<file path="config.mk">
export PLATFORM = sky130hd
export DESIGN_NAME = ps2_key_rx_flat
export DESIGN_NICKNAME = d
export VERILOG_FILES = /design/src/rtl/ps2_key_rx_if.sv /design/src/rtl/ps2_key_rx.sv /design/src/flat_wrapper.sv
export SDC_FILE = /design/constraint.sdc
export NUM_CORES = 1
export LEC_CHECK = 0
export BUFFER_PORTS_ARGS = -buffer_cell sky130_fd_sc_hd__buf_2
export CORE_ASPECT_RATIO = 0.75
export CORE_MARGIN = 1
export CORE_UTILIZATION = 25
export CTS_BUF_LIST = sky130_fd_sc_hd__clkbuf_4 sky130_fd_sc_hd__clkbuf_8
export CTS_CLUSTER_DIAMETER = 40
export DETAILED_ROUTE_END_ITERATION = 6
export GPL_TIMING_DRIVEN = 0
export HOLD_SLACK_MARGIN = 0.1
export PLACE_DENSITY_LB_ADDON = 0.05
export RECOVER_POWER = 100
export SLEW_MARGIN = 20
export SYNTH_ARGS = -nofsm -noshare
export SYNTH_HDL_FRONTEND = slang
export SYNTH_SLANG_ARGS = --single-unit
</file>
<file path="constraint.sdc">
create_clock -name clk_sys -period 3.02 [get_ports clk_sys]
set_input_delay 0.604 -clock clk_sys [delete_from_list [all_inputs] [get_ports clk_sys]]
set_output_delay 0.604 -clock clk_sys [all_outputs]
set_load 0.05 [all_outputs]
</file>
<file path="src/rtl/ps2_key_rx_if.sv">
// PS/2 keyboard receiver pin and key-event bundle.
// slave = receiver side, master = board/adapter side.
interface ps2_key_rx_if;
  logic        ps2_clk;
  logic        ps2_data;
  logic [10:0] ps2_key;
  logic        frame_err;
  logic        busy;

  modport master (
    output ps2_clk,
    output ps2_data,
    input  ps2_key,
    input  frame_err,
    input  busy
  );

  modport slave (
    input  ps2_clk,
    input  ps2_data,
    output ps2_key,
    output frame_err,
    output busy
  );
endinterface

</file>
<file path="src/rtl/ps2_key_rx.sv">
// PS/2 device-to-host receiver producing 11-bit toggle-format key events.
// Optional clock glitch filter: define PS2_GLITCH_FILTER_EN.
module ps2_key_rx #(
  parameter int unsigned TIMEOUT_CYC = 12000,
  parameter int unsigned FILT_LEN    = 8
) (
  input  logic         clk_sys,
  input  logic         reset,
  ps2_key_rx_if.slave  bus
);

  localparam int unsigned TW = $clog2(TIMEOUT_CYC + 1);
  localparam logic [TW-1:0] TO_LAST = TW'(TIMEOUT_CYC - 1);

  typedef enum logic [1:0] {
    S_IDLE,
    S_DATA,
    S_PARITY,
    S_STOP
  } state_t;

  logic          r_clk_s1;
  logic          r_clk_s2;
  logic          r_dat_s1;
  logic          r_dat_s2;
  logic          r_clk_prev;
  logic          w_clk;
  logic          w_fall;

  state_t        r_state;
  logic [2:0]    r_bit_cnt;
  logic [7:0]    r_shift;
  logic          r_par;
  logic          r_ext;
  logic          r_brk;
  logic [10:0]   r_key;
  logic          r_err;
  logic          r_busy;
  logic [TW-1:0] r_to_cnt;
  logic          w_bad;

  if (FILT_LEN < 1) begin : g_bad_filt_len
    $error("FILT_LEN must be at least 1");
  end

  always_ff @(posedge clk_sys) begin
    if (reset) begin
      r_clk_s1   <= 1'b1;
      r_clk_s2   <= 1'b1;
      r_dat_s1   <= 1'b1;
      r_dat_s2   <= 1'b1;
      r_clk_prev <= 1'b1;
    end else begin
      r_clk_s1   <= bus.ps2_clk;
      r_clk_s2   <= r_clk_s1;
      r_dat_s1   <= bus.ps2_data;
      r_dat_s2   <= r_dat_s1;
      r_clk_prev <= w_clk;
    end
  end

`ifdef PS2_GLITCH_FILTER_EN
  localparam int unsigned FW = $clog2(FILT_LEN + 1);

  logic          r_filt;
  logic [FW-1:0] r_filt_cnt;

  // output follows only after FILT_LEN agreeing samples
  always_ff @(posedge clk_sys) begin
    if (reset) begin
      r_filt     <= 1'b1;
      r_filt_cnt <= '0;
    end else if (r_clk_s2 != r_filt) begin
      if (r_filt_cnt == FW'(FILT_LEN - 1)) begin
        r_filt     <= r_clk_s2;
        r_filt_cnt <= '0;
      end else begin
        r_filt_cnt <= r_filt_cnt + 1'b1;
      end
    end else begin
      r_filt_cnt <= '0;
    end
  end

  assign w_clk = r_filt;
`else
  assign w_clk = r_clk_s2;
`endif

  assign w_fall = r_clk_prev & ~w_clk;
  assign w_bad  = ~(^{r_shift, r_par}) | ~r_dat_s2;

  always_ff @(posedge clk_sys) begin
    if (reset) begin
      r_state   <= S_IDLE;
      r_bit_cnt <= '0;
      r_shift   <= '0;
      r_par     <= 1'b0;
      r_ext     <= 1'b0;
      r_brk     <= 1'b0;
      r_key     <= '0;
      r_err     <= 1'b0;
      r_busy    <= 1'b0;
      r_to_cnt  <= '0;
    end else begin
      r_err <= 1'b0;
      if (r_state == S_IDLE) begin
        r_to_cnt <= '0;
        if (w_fall && !r_dat_s2) begin
          r_state   <= S_DATA;
          r_bit_cnt <= '0;
          r_busy    <= 1'b1;
        end
      end else if (w_fall) begin
        r_to_cnt <= '0;
        unique case (r_state)
          S_DATA: begin
            r_shift <= {r_dat_s2, r_shift[7:1]};
            if (r_bit_cnt == 3'd7) begin
              r_state <= S_PARITY;
            end else begin
              r_bit_cnt <= r_bit_cnt + 1'b1;
            end
          end
          S_PARITY: begin
            r_par   <= r_dat_s2;
            r_state <= S_STOP;
          end
          S_STOP: begin
            r_state <= S_IDLE;
            r_busy  <= 1'b0;
            if (w_bad) begin
              r_err <= 1'b1;
              r_ext <= 1'b0;
              r_brk <= 1'b0;
            end else if (r_shift == 8'hE0) begin
              r_ext <= 1'b1;
            end else if (r_shift == 8'hF0) begin
              r_brk <= 1'b1;
            end else begin
              r_key <= {~r_key[10], ~r_brk, r_ext, r_shift};
              r_ext <= 1'b0;
              r_brk <= 1'b0;
            end
          end
          default: r_state <= S_IDLE;
        endcase
      end else if (r_to_cnt == TO_LAST) begin
        // stalled frame: abandon it and any pending prefix
        r_state   <= S_IDLE;
        r_busy    <= 1'b0;
        r_err     <= 1'b1;
        r_shift   <= '0;
        r_bit_cnt <= '0;
        r_ext     <= 1'b0;
        r_brk     <= 1'b0;
        r_to_cnt  <= '0;
      end else begin
        r_to_cnt <= r_to_cnt + 1'b1;
      end
    end
  end

  assign bus.ps2_key   = r_key;
  assign bus.frame_err = r_err;
  assign bus.busy      = r_busy;

endmodule

</file>
<file path="src/flat_wrapper.sv">
// flat-port wrapper written by rule: the top's interface ports become plain ports
module ps2_key_rx_flat 
#(
  parameter int unsigned TIMEOUT_CYC = 12000,
  parameter int unsigned FILT_LEN    = 8
)
  (clk_sys, reset, bus_ps2_clk, bus_ps2_data, bus_ps2_key, bus_frame_err, bus_busy);
  ps2_key_rx_if bus_i ();
  input  logic clk_sys;
  input  logic reset;
  input wire logic [$bits(bus_i.ps2_clk)-1:0] bus_ps2_clk;
  input wire logic [$bits(bus_i.ps2_data)-1:0] bus_ps2_data;
  output wire logic [$bits(bus_i.ps2_key)-1:0] bus_ps2_key;
  output wire logic [$bits(bus_i.frame_err)-1:0] bus_frame_err;
  output wire logic [$bits(bus_i.busy)-1:0] bus_busy;
  assign bus_i.ps2_clk = bus_ps2_clk;
  assign bus_i.ps2_data = bus_ps2_data;
  assign bus_ps2_key = bus_i.ps2_key;
  assign bus_frame_err = bus_i.frame_err;
  assign bus_busy = bus_i.busy;
  ps2_key_rx #(.TIMEOUT_CYC(TIMEOUT_CYC), .FILT_LEN(FILT_LEN)) u_core (.clk_sys(clk_sys), .reset(reset), .bus(bus_i));
endmodule
</file>
==> results.ini <==
[pwr]
p_sw_mw=0.241
p_int_mw=0.896
p_sw_share_pct=21.2
powerDensity_nw_per_um2=465
total_leakage_power_nw=0.841
ir_drop_uv=181
total_power_mw=1.14
combinationalPowerShare_pct=1.6
p_clk_share_pct=42.3
power_frac_seq_pct=56.1

[layout]
synthToLayoutAreaGrowth_pct=13.6
antennaDiodeCount=0
multi_input_area_um2=1110
num-fill-cells=889
regArea_um2=961
drive_gt1_share_pct=7.34
fin_nets=270

[floorplanning]
die_w_um=109
dieArea_um2=8990
chipHeight_um=82.4
coreArea_um2=8130
initial_core_util_pct=26.5
rows=28
io_pins=17

[drt]
vias_per_cell=4.43
routed-wl-met3_um=175
wl_mm=4.84
top_layer=met4
drc_errors=0
postRouteAntennaNets=0
drtIter0Drc=68
vias=1611
dr.pass1.iters=4
wl_per_cell_um=13.3
met2_length_mm=1.78
wl_met1_mm=2.84

[place]
port_buffers=15
place_ws_ns=0.373
finalWeightedCongestion=0.682
dp_hpwl_mm=3.47

[critical_path]
worst_setup_path_end_kind=flip-flop
max_stage_delay_ns=0.56
cpMostUsedCell=mux2i_1
ff2ff_path_depth=9
r2r_setup_slack_ns=0.38
cp-start-kind=flip-flop
slowest_stage=nor4bb_1
critical_path_buf_inv_count=3
cp_cell_sequence=inv_1 -> ha_1 -> clkbuf_1 -> nor4bb_1 -> o2111ai_1 -> mux2i_1 -> buf_4 -> mux2i_1 -> nor2_1
worstSetupPathType=flip-flop to flip-flop
crit_arrival_ns=2.82
cpLargestDelayFamily=simple AND/OR/NAND/NOR gates
r2r-end=u_core.bus.ps2_key[8]$_SDFFE_PP0P_
critPathMaxFanout=10
cp.required_ns=3.20
r2r_start=u_core.r_state[0]$_SDFFE_PP0P_

[global_route]
grt_pass1_wl_mm=8.31
antenna_found_initial=0
grt_start_max_net_pins=15
grt_pass1_vias=1586
gr-total-overflow=0
grt_usage_pct=12.3

[yosys]
ys_types=38
syn_inst=236
synth_top_area_cell=dfxtp_1
yosysSeqAreaShare_pct=44.6
syn_area_um2=2150
async_reset_ff_share_pct=0
yosys_warnings=0
ys_ff_latch=48
synth-edff-count=0
synth.avg_cell_area_um2=9.12
synth.top_cell.area_share_pct=44.6
synthTopCellsByArea=dfxtp_1, mux2i_1, nor2_1
synth_top_flop_cell=dfxtp_1
syn_nets=248

[clock_tree]
tritoncts=built
clk_pin_slew_ns=0.09
h-tree-depth=2
cts_inserted_buffers=5
post-cts-setup-buffer-count=0
post_cts_resized=0
hold_buffers=0
cts.sinks=48
cts-root-buf=clkbuf_8
clockBufferDepth=2
clk_latency_ns=0.30

[timing]
fin_ws_ns=0.382
skew_ns=0.00941
slew_headroom_pct=46.6
layout_worst_path_cycle_share_pct=87.4
hold_viol_final=0
fin_tns_setup_ns=0
period_minus_slack_ns=2.64
maxSlewViolCount=0
max_freq_mhz=379
setup_viol=0
worst_pin_slew_ns=0.794
rsz0062_at_grt=no

[hold_path]
hold_path_class=flip-flop to flip-flop
whs_endpoint=u_core.r_clk_s2$_SDFF_PP1_
hold_depth=1
worstHoldStart=u_core.r_clk_s1$_SDFF_PP1_

[run]
drv_cap=0

[status]
status=completed

cell type report:
class                           instances  share of cell area (%)
Multi-Input combinational cell        170                    45.5
Sequential cell                        48                    39.3
Tap cell                              105                    5.37
Clock buffer                            6                    3.12
Timing Repair Buffer                   15                    2.40
Buffer                                 11                    1.84
Clock inverter                          2                    1.43
Inverter                                7                    1.07
sequential cells by signal (all words and copies together) (netlist names), 2 cells and up:
name	flops
u_core.r_shift	8
u_core.r_state	2
u_core.bus.ps2_key	11
u_core.r_bit_cnt	3
u_core.r_to_cnt	14
power groups by stage:
stage,combinational [mW],clock (mW),sequential [mW]
6_report,0.0187,0.481,0.637
5_1_grt,0.0215,0.528,0.638
4_1_cts,0.0199,0.504,0.637
3_5_place_dp,0.0199,0,0.652
3_3_place_gp,0.0199,0,0.652
2_1_floorplan,0.0124,0,0.652
kinds of logic after synthesis:
family                   share of synthesized area (%)
flip-flops                                        44.6
XOR/XNOR                                          10.1
AO/OA/AOI/OAI                                     11.5
AND/OR/NAND/NOR                                   20.6
adder cells (fa/ha/maj)                           4.65
buffers and inverters                             3.37
multiplexers                                      5.11
layer usage:
metal / GRT usage (%) / vias up
met5: 0 / -
met4: 4.46 / 0
met3: 3.22 / 5
met2: 16.5 / 20
met1: 18.4 / 734
li1: - / 852
worst reg2reg max path, delay by kind of cell, from the launching register on:
family,cells,cell delay [ns]
adders and majority gates,1,0.20
buffers and inverters,3,0.60
muxes,2,0.52
and+or+nand+nor,2,0.61
DFF,1,0.40
AOI/OAI and AO/OA,1,0.19
layout by cell type (no fill, tap or decap), types with 2 or more instances in the layout:
cell / count
clkbuf_8: 5
nor2b_1: 2
buf_2: 2
nand2b_1: 2
and3_1: 3
ha_1: 8
o21ai_0: 16
nand2_1: 22
xnor2_1: 6
o2111ai_1: 3
nand3_1: 8
xor2_1: 11
and4_1: 2
or3_1: 2
a21oi_1: 19
nand4_1: 2
or2_2: 5
a211oi_1: 2
inv_1: 7
dfxtp_1: 48
nor2_1: 29
clkbuf_1: 23
mux2i_1: 11
xnor3_1: 2
nor3_1: 3
stage by stage:
stage	std cells	utilization, %	cell area, um2	hold slack (ns)
final	364	30.1	2450	0.414
after global routing	364	30.1	2450	0.427
after CTS	364	30.4	2470	0.417
after detailed placement	356	29.0	2360	0.394
after global placement	356	29.0	2360	0.394
after floorplan	236	-	2150	0.389
worst max-delay path by stage:
stage	startpoint	endpoint	slack, ns	cells past startpoint
3_3_place_gp	u_core.r_state[0]$_SDFFE_PP0P_	u_core.bus.ps2_key[7]$_SDFFE_PP0P_	0.35	9
3_5_place_dp	u_core.r_state[0]$_SDFFE_PP0P_	u_core.bus.ps2_key[8]$_SDFFE_PP0P_	0.37	9
4_1_cts	u_core.r_state[0]$_SDFFE_PP0P_	u_core.bus.ps2_key[8]$_SDFFE_PP0P_	0.33	9
2_1_floorplan	u_core.r_state[0]$_SDFFE_PP0P_	u_core.bus.ps2_key[0]$_SDFFE_PP0P_	0.87	9
5_1_grt	u_core.r_state[0]$_SDFFE_PP0P_	u_core.bus.ps2_key[7]$_SDFFE_PP0P_	0.04	9
6_report	u_core.r_state[0]$_SDFFE_PP0P_	u_core.bus.ps2_key[8]$_SDFFE_PP0P_	0.38	9
synthesized netlist by cell type (2+ instances only):
cell type / count
xor2_1: 11
nand4_1: 2
nor3_1: 3
o21ai_0: 15
nor2_1: 29
o2111ai_1: 3
or3_1: 2
nand3_1: 8
a211oi_1: 2
inv_1: 7
dfxtp_1: 48
mux2i_1: 11
xnor2_1: 6
nand2b_1: 2
xnor3_1: 2
and3_1: 3
ha_1: 8
or2_2: 5
clkbuf_1: 9
nand2_1: 22
and4_1: 2
nor2b_1: 2
a21oi_1: 19
No activity file was read; power rests on OpenSTA's default activity.
